$ cat src/rtl/button_fsm.sv
// button_fsm: synchronized, debounced push-button front end driving an IDLE/RUN/STEP counter FSM.
`timescale 1ns/1ps
module button_fsm #(
  parameter int DEBOUNCE_CYCLES = 2,
  parameter int RUN_DIV         = 1
) (
  input  logic       clk,
  input  logic       resetn,
  input  logic [4:0] button,
  output logic       led_start_stop,
  output logic       led_step,
  output logic [3:0] led_run
);
  typedef enum logic [1:0] {IDLE, RUN, STEP} state_t;
  localparam logic [7:0]  DB_LAST  = 8'(DEBOUNCE_CYCLES - 1);
  localparam logic [15:0] RUN_LAST = 16'(RUN_DIV - 1);
  state_t          state_q, state_d;
  logic [4:0]      sync1_q, sync2_q, db_q, db_d, db_prev_q, ev;
  logic [4:0][7:0] cnt_q, cnt_d;
  logic [3:0]      ctr_q, ctr_d;
  logic [15:0]     pre_q, pre_d;
  logic            run_led_q, step_led_q;
  always_comb begin
    for (int i = 0; i < 5; i++) begin
      cnt_d[i] = (sync2_q[i] == db_q[i] || cnt_q[i] == DB_LAST) ? '0 : cnt_q[i] + 8'd1;
      db_d[i]  = (sync2_q[i] != db_q[i] && cnt_q[i] == DB_LAST) ? sync2_q[i] : db_q[i];
    end
  end
  assign ev = db_q & ~db_prev_q;
  // Priority halt > start/stop > step > clear; bit 3 is reserved and matches only as don't-care.
  always_comb begin
    state_d = state_q;
    ctr_d   = ctr_q;
    pre_d   = pre_q;
    case (state_q)
      IDLE: casez (ev)
        5'b1????: state_d = IDLE;
        5'b0???1: begin
          state_d = RUN;
          pre_d   = '0;
        end
        5'b0??10: state_d = STEP;
        5'b0?100: ctr_d = '0;
        default: ;
      endcase
      RUN: begin
        if (ev[4] || ev[0]) state_d = IDLE;
        else if (pre_q == RUN_LAST) begin
          pre_d = '0;
          ctr_d = ctr_q + 4'd1;
        end else pre_d = pre_q + 16'd1;
      end
      STEP: begin
        state_d = IDLE;
        ctr_d   = ctr_q + 4'd1;
      end
      default: state_d = IDLE;
    endcase
  end
  always_ff @(posedge clk) begin
    if (resetn) begin
      state_q    <= IDLE;
      sync1_q    <= '0;
      sync2_q    <= '0;
      db_q       <= '0;
      db_prev_q  <= '0;
      cnt_q      <= '0;
      ctr_q      <= '0;
      pre_q      <= '0;
      run_led_q  <= 1'b0;
      step_led_q <= 1'b0;
    end else begin
      state_q    <= state_d;
      sync1_q    <= button;
      sync2_q    <= sync1_q;
      db_q       <= db_d;
      db_prev_q  <= db_q;
      cnt_q      <= cnt_d;
      ctr_q      <= ctr_d;
      pre_q      <= pre_d;
      run_led_q  <= state_d == RUN;
      step_led_q <= state_d == STEP;
    end
  end
  assign led_start_stop = run_led_q;
  assign led_step       = step_led_q;
  assign led_run        = ctr_q;
endmodule

$ cat config.mk
export PLATFORM = sky130hd
export DESIGN_NAME = button_fsm
export DESIGN_NICKNAME = d
export VERILOG_FILES = /design/src/rtl/button_fsm.sv
export SDC_FILE = /design/constraint.sdc
export NUM_CORES = 1
export LEC_CHECK = 0
export CAP_MARGIN = 20
export CORE_MARGIN = 2
export CORE_UTILIZATION = 67
export CTS_BUF_LIST = sky130_fd_sc_hd__clkbuf_8
export DETAILED_ROUTE_END_ITERATION = 6
export HOLD_SLACK_MARGIN = 0.02
export PLACE_DENSITY = 0.92
export SLEW_MARGIN = 40
export SYNTH_ARGS = -nofsm -noshare
export SYNTH_HDL_FRONTEND = slang
export SYNTH_SLANG_ARGS = --single-unit
$ cat constraint.sdc
create_clock -name clk -period 4.38 [get_ports clk]
set_input_delay 0.657 -clock clk [delete_from_list [all_inputs] [get_ports clk]]
set_output_delay 0.657 -clock clk [all_outputs]
set_load 0.02 [all_outputs]
Word-level counts from Yosys, hierarchy flattened
Cells that the tools add are included.

word-level totals
  flip-flop bits (word level) = 84
  bits in latches = 0
  RAM bits = 0
  memory bits (read-only) = 0
  memories = 0

operators by class
  $add $sub $neg = 7
  multiply operators = 0
  divide/modulo/power cells = 0
  $lt $le $gt $ge = 0
  equal/unequal tests = 26
  shifts and indexed selects = 0
  multiplexer cells = 11
  bitwise gates (word level) = 2
  reduce and logical (&&, ||, !) cells = 22

operator list
  operator                                                                 number
  16-bit 2-to-1 mux                                                        3
  8-bit by 1-bit adder with 8-bit output, second input constant            5
  8-bit by 1-bit == test with 1-bit output, second input constant          5
  16-bit one-hot mux with 2 select lines                                   1
  16-bit by 1-bit adder with 16-bit output, second input constant          1
  16-bit zero test                                                         1
  4-bit 2-to-1 mux                                                         3
  4-bit one-hot mux with 3 select lines                                    1
  2-bit OR reduction                                                       5
  2-bit by 1-bit == test with 1-bit output, second input constant          3
  1-bit logical OR                                                         6
  2-bit one-hot mux with 3 select lines                                    1
  5-bit bitwise AND                                                        1
  1-bit == test                                                            5
  1-bit logical AND                                                        5
  1-bit inequality test                                                    5
  5-bit NOT                                                                1
  4-bit by 1-bit adder with 4-bit output, second input constant            1
  2-bit == test, second input constant                                     2
  4-bit by 3-bit == test with 1-bit output, second input constant          1
  2-bit by 1-bit inequality test with 1-bit output, second input constant  2
  2-bit inequality test, second input constant                             2
  2-bit one-hot mux with 2 select lines                                    1
  4-bit AND reduction                                                      1
  other kinds (6)                                                          6

Longest topological paths before layout
Gate-level depths: netlist (run 1).

  depth in word-level cells = 6
  gate-level depth with buffers = 8
  gate-level depth less buffers = 7

Least setup slack after synthesis (run 1)
No wires, ideal clock.

  path type = register to register
  start point = register state_q[0]
  end point = register pre_q[7]
  arrival time = 1,759 ps
  path slack = 2,551 ps
  stages on the path, launching flop included = 8
  buffers on the path = 0
  path through = dfxtp_1 inv_1 ha_1 and2b_4 o2bb2ai_4 nand2_4 or4_1 a21oi_1

between the ends
  longest elaborated chain between the ends = 3

ends and longest elaborated chain
  item                                                                         RTL line  RTL
  start: declaration                                                           17        state_t state_q, state_d;
  start signal: assignment                                                     73        state_q <= state_d;
  2-bit by 1-bit == test with 1-bit output or 2-bit zero test (tied branches)  35        case (state_q)
  2-bit inequality test (no source line) (tied with other cells)               n/a
  3-bit AND reduction (no source line)                                         n/a
  end signal: assignment                                                       80        pre_q <= pre_d;
  end: declaration                                                             21        logic [15:0] pre_q, pre_d;

Parallel ways exist; a longest one is shown, timed or not.
A chain may end at the register's enable or synchronous reset.

Worst setup path after layout (run 1)
  start point = register state_q[1]
  end point = register pre_q[7]

Same word-level chain as after synthesis.

==> results.yml, run 1 <==
run_status:
  outcome: "complete, no violations"
drt:
  drtPass1Iterations: 4
  postRouteAntennaNets: 0
  drc: 0
  vias: 2534
  wl_mm: 5.733
  wl_per_cell_um: 13.21
  viasPerCell: 5.839
  drt_iter0_markers: 134
clocking:
  cts_setup_buffers: 0
  cts_made_buffers: 9
  cts.sinks: 72
  clockBufferDepth: 2
  htreeDepth: 3
  root_buffer: "clkbuf_8"
  hold_buffers: 0
  clkTransAtPathRegs_ns: 0.07
  tritoncts: "yes"
  clock_latency_ns: 0.34
  post_cts_resized: 0
sta:
  fin_crit_sh: 0.4872
  worst_slew_pin_slew_ns: 0.6437
  rsz0062_at_grt: "false"
  finClkSkew_ns: 0.007822
  finalHoldViolCount: 0
  fin_tns_setup_ns: 0
  max-slew-margin-rel: 0.5695
  finalCriticalPeriod_ns: 2.134
  clock.fmax_ghz: 0.4687
  slew_violations: 0
  finalSetupViolCount: 0
global_route:
  overflow: 0
  grt_use_total: 0.2291
  antenna_found_initial: 0
  first_global_vias: 2225
  grt_pass1_wl_mm: 9.522
  grt_max_degree: 29
pwr:
  powerDensity_mw_per_mm2: 351.9
  p_clk_frac: 0.453
  combinationalPowerShare: 0.022
  intPower_mw: 1.005
  p_seq_frac: 0.525
  p_sw_frac: 0.2036
  p_switching_mw: 0.2570
  peakVddDrop_mv: 0.3715
  p_leak_nw: 1.253
logic_synthesis:
  synth_top_cell_area_share: 0.4467
  ys_types: 45
  synthArstFlopShare: 0
  ys_seq_elements: 72
  synth_nets: 383
  avgSynthCellArea_sq_um: 8.914
  yosysMostFrequentCell: "dfxtp_1"
  synth.top_cells.by_count: "72 x dfxtp_1, 47 x nor2_1, 28 x nand3_1, 24 x a21oi_1, 23 x nand2_1"
  synth_area_sq_mm: 0.003227
  synth.area.top_cells: "dfxtp_1 45%, nor2_1 5.5%, ha_1 5.4%"
  yosysWarnings: 0
  synth_top_cell_by_area: "dfxtp_1"
  synth_edf_count: 0
  synth_top_flop_cell: "dfxtp_1"
  syn_inst: 362
  yosysSeqAreaShare: 0.4467
placed_design:
  io_buffers: 11
  dpl.hpwl_mm: 3.914
  place_congestion: 0.7999
job:
  cap_violations: 0
critical_path:
  cp_max_fo: 16
  critPathKind: "reg -> reg"
  r2r_end: "pre_q[7]"
  reg2reg_from: "state_q[1]"
  slowest_delay_ns: 0.54
  reg2reg_slack_ns: 2.25
  worstSetupStartpoint: "state_q[1]"
  arrival_ns: 2.39
  end_kind: "register"
  path_cells: "inv_1 -> ha_1 -> and2b_4 -> o2bb2ai_4 -> nand2_4 -> or4_1 -> a21oi_1"
  critPathRequiredTime_ns: 4.64
  slowest_stage: "or4_1"
  rr_worst_depth: 7
  cp-start-kind: "register"
floorplan:
  dieArea_sq_mm: 0.005388
  chipWidth_um: 73.40
  ios: 13
  core_area_sq_mm: 0.004692
  rows: 25
  die_y_um: 73.40
  start_util: 0.6877
finish:
  diodes: 0
  drive_above_1_share: 0.06316
  final_nets: 396
  n_fill_cell: 313
  utilization: 0.7645
  multi_input_area_sq_mm: 0.001694
  area_growth_pct: 11.17
  seqCellArea_sq_mm: 0.001441
hold_path:
  hold_end: "sync2_q[0]"
  hp-class: "reg -> reg"
  hold_path_depth: 1
  min-delay-start: "sync1_q[0]"
## area by class of cell
type / count / area share
Clock buffer: 10 / 0.03837
Clock inverter: 6 / 0.02337
Inverter: 12 / 0.01256
Multi-Input combinational cell: 268 / 0.4723
Sequential cell: 72 / 0.4018
Tap cell: 54 / 0.01884
Timing Repair Buffer: 12 / 0.03279
## how the worst max path moves through the flow
stage / endpoint / slack, ns / cells past startpoint
6_report: pre_q[7] / 2.25 / 7
3_3_place_gp: cnt_q[12] / 1.92 / 5
4_1_cts: cnt_q[39] / 2.25 / 5
5_1_grt: led_run[3] / 2.10 / 7
2_1_floorplan: pre_q[7] / 2.55 / 7
3_5_place_dp: cnt_q[19] / 1.91 / 5
## per-stage QoR
stage               total power, mW  cell area (sq um)  worst slack [ns]  std cells  hold slack [ns]
floorplan                    0.6957               3227             2.551        362           0.4138
global placement             0.7038               3366             1.918        418           0.4148
detailed placement           0.7052               3366             1.907        418           0.4256
CTS                           1.269               3587             2.253        434           0.4432
global route                  1.300               3587             2.101        434           0.4576
finish                        1.262               3587             2.246        434           0.4398
## flip-flops by register name (all words and copies together) (netlist names)
signal / flops
cnt_q: 32
led_run: 4
sync1_q: 4
db_prev_q: 4
pre_q: 16
state_q: 2
sync2_q: 4
led_start_stop: 1
led_step: 1
db_q: 4
## cells in the final DEF (no fill, tap or decap), types with 6 or more instances in the layout
| master | count |
|---|---|
| a21oi_1 | 24 |
| and3_1 | 6 |
| clkbuf_8 | 10 |
| clkdlybuf4s50_1 | 11 |
| dfxtp_1 | 72 |
| ha_1 | 14 |
| inv_1 | 14 |
| nand2_1 | 23 |
| nand3_1 | 28 |
| nand3b_1 | 7 |
| nor2_1 | 47 |
| nor2b_1 | 17 |
| nor3_1 | 6 |
| o21ai_0 | 15 |
| or3_1 | 8 |
| xnor2_1 | 13 |
| xor2_1 | 15 |
## cell families (layout without fill, tap and decap cells)
kind of cell	Yosys count	after routing	share of synthesized area
fa+ha+maj	14	14	0.05429
buf+inv	22	40	0.02830
xor+xnor	28	28	0.07600
compound gates	55	55	0.1070
flops	72	72	0.4467
simple gates	171	171	0.2877
## power groups by stage
stage	registers, mW	logic, mW	clock network [mW]
2_1_floorplan	0.678	0.0180	0
3_3_place_gp	0.678	0.0258	0
3_5_place_dp	0.678	0.0269	0
4_1_cts	0.663	0.0275	0.578
5_1_grt	0.663	0.0303	0.606
6_report	0.663	0.0273	0.572
## critical path: cells and delay by family, from the launching register on
| kind | cells | cell delay [ns] |
|---|---|---|
| and+or+nand+nor | 3 | 1.00 |
| DFF | 1 | 0.38 |
| AOI/OAI and AO/OA | 2 | 0.32 |
| adders and majority gates | 1 | 0.26 |
| buffers and inverters | 1 | 0.08 |
## metal layers
layer | share of wire | up-vias | global-route usage
met5 | 0 | - | 0
met4 | 0.019 | 0 | 0.1071
met3 | 0.043 | 12 | 0.04390
met2 | 0.49 | 68 | 0.3924
met1 | 0.45 | 1180 | 0.2770
li1 | - | 1274 | -
Note: power is estimated with default switching activity, not from simulation.
==> run 2, diff against run 1 <==
- CORE_UTILIZATION: 67 -> 62
- PLACE_DENSITY: 0.92 -> 0.86
- clock period: 4.38 -> 2 ns (I/O delays scaled with it)
==> results.yml, run 2 (synthesis gave the netlist of run 1 again) <==
clocking:
  clkTransAtPathRegs_ns: 0.08
  tritoncts: "yes"
  htreeDepth: 3
  root_buffer: "clkbuf_8"
  clock_latency_ns: 0.35
  cts_made_buffers: 9
  cts.sinks: 72
  clockBufferDepth: 2
pwr:
  powerDensity_mw_per_mm2: 812.7
  peakVddDrop_mv: 0.6312
  p_leak_nw: 1.314
  totalPowerFinal_mw: 3.033
drt:
  postRouteAntennaNets: 0
  drt_iter0_markers: 138
  drtPass1Iterations: 4
  drc: 0
  viasPerCell: 5.614
  wl_per_cell_um: 12.85
  vias: 2560
  wl_mm: 5.859
critical_path:
  cpLargestDelayFamily: "simple AND/OR/NAND/NOR gates"
  reg2reg_slack_ns: 0.04
  cp-start-kind: "register"
  critPathRequiredTime_ns: 2.28
  path_buf_inv: 1
  slowest_stage: "or3_4"
  critPathKind: "reg -> reg"
  r2r_end: "pre_q[15]"
  path_cells: "inv_1 -> ha_1 -> nor4b_1 -> a41o_2 -> nand3b_4 -> or3_4 -> a31oi_1"
  arrival_ns: 2.23
  end_kind: "register"
  cp_max_fo: 7
  rr_worst_depth: 7
  slowest_delay_ns: 0.39
  reg2reg_from: "pre_q[0]"
sta:
  rsz0062_at_grt: "true"
  slew_violations: 0
  worst_slew_pin_slew_ns: 0.4423
  finalCriticalPeriod_ns: 1.958
  clock.fmax_ghz: 0.5108
  fin_crit_sh: 0.9789
  finalSetupViolCount: 0
  finalHoldViolCount: 0
  finClkSkew_ns: 0.006803
  max-slew-margin-rel: 0.7010
floorplan:
  ios: 13
  die_y_um: 76.14
  core_area_sq_mm: 0.005075
  start_util: 0.6358
  rows: 26
  dieArea_sq_mm: 0.005797
  chipWidth_um: 76.14
finish:
  diodes: 0
  final_nets: 402
  final_common_cell: "dfxtp_1"
  multi_input_area_sq_mm: 0.001713
  fin_cells: 456
  n_fill_cell: 385
  regMostFlops: "cnt_q"
  utilization: 0.7355
  mostFrequentLayoutCells: "70 x dfxtp_1, 47 x nor2_1, 28 x nand3_1, 24 x a21oi_1, 23 x nand2_1"
  area_growth_pct: 15.66
  largest_reg_flops: 32
  top_regs: "cnt_q (32), pre_q (16)"
  seqCellArea_sq_mm: 0.001444
  drive_above_1_share: 0.09845
placed_design:
  io_buffers: 11
  placedCellCount: 439
  dpl.hpwl_mm: 3.947
  place_congestion: 0.7988
global_route:
  overflow: 0
  grt_use_total: 0.2197
  first_global_vias: 2389
  grt_pass1_wl_mm: 10.37
  grt_max_degree: 46
  antenna_found_initial: 0
hold_path:
  hold_path_depth: 1
  hp-class: "reg -> reg"
  min-delay-start: "sync1_q[1]"
  hold_end: "sync2_q[1]"
job:
  cap_violations: 0
run_status:
  outcome: "complete, no violations"
[run 2: power by group]
group          internal (mW)  switching [mW]
registers               1.44         0.00795
clock network          0.984           0.533
logic                 0.0287          0.0347
total                   2.46           0.576
[run 2: final cells by class]
cell class | instances | share of cell area
clock buffer | 10 | 0.03688
clock inverter | 6 | 0.03486
inverter | 12 | 0.01207
multi-input combinational | 268 | 0.4589
sequential | 72 | 0.3869
tap | 70 | 0.02347
timing repair buffer | 18 | 0.04693
[run 2: worst max-delay path by stage]
stage | cells past startpoint | start | slack [ns] | end
after detailed placement | 7 | pre_q[0] | 0.08 | led_run[2]
after global routing | 7 | pre_q[0] | -0.03 | pre_q[15]
after floorplan | 7 | state_q[0] | 0.17 | pre_q[7]
after global placement | 7 | state_q[1] | 0.12 | pre_q[15]
after CTS | 7 | pre_q[0] | 0.02 | led_run[2]
final | 7 | pre_q[0] | 0.04 | pre_q[15]
[run 2: stage by stage]
step	hold WS [ns]	setup slack [ns]	setup TNS [ns]	instance area (sq um)
after floorplan	0.4138	0.1709	0	3227
after global placement	0.4164	0.1244	0	3436
after detailed placement	0.4301	0.07549	0	3436
after CTS	0.4385	0.01854	0	3704
after global routing	0.4647	-0.03305	-0.05005	3732
final	0.4369	0.04213	0	3732
[run 2: routing by layer]
metal / GRT usage / routed length [um]
met1: 0.2703 / 2681
met2: 0.3670 / 2853
met3: 0.04621 / 203
met4: 0.1091 / 121
met5: 0 / 0
[run 2: repair_timing]
item | in CTS | in global routing
hold buffers | 0 | 0
resized for setup | 0 | 7
buffers inserted | 0 | 1
endpoints found under the setup margin | 0 | 19
==> run 3, diff against run 2 <==
- SKIP_LAST_GASP: not set -> 1
==> results of run 3 <==
No change in the layout: final DEF, timing and power equal those of run 2.
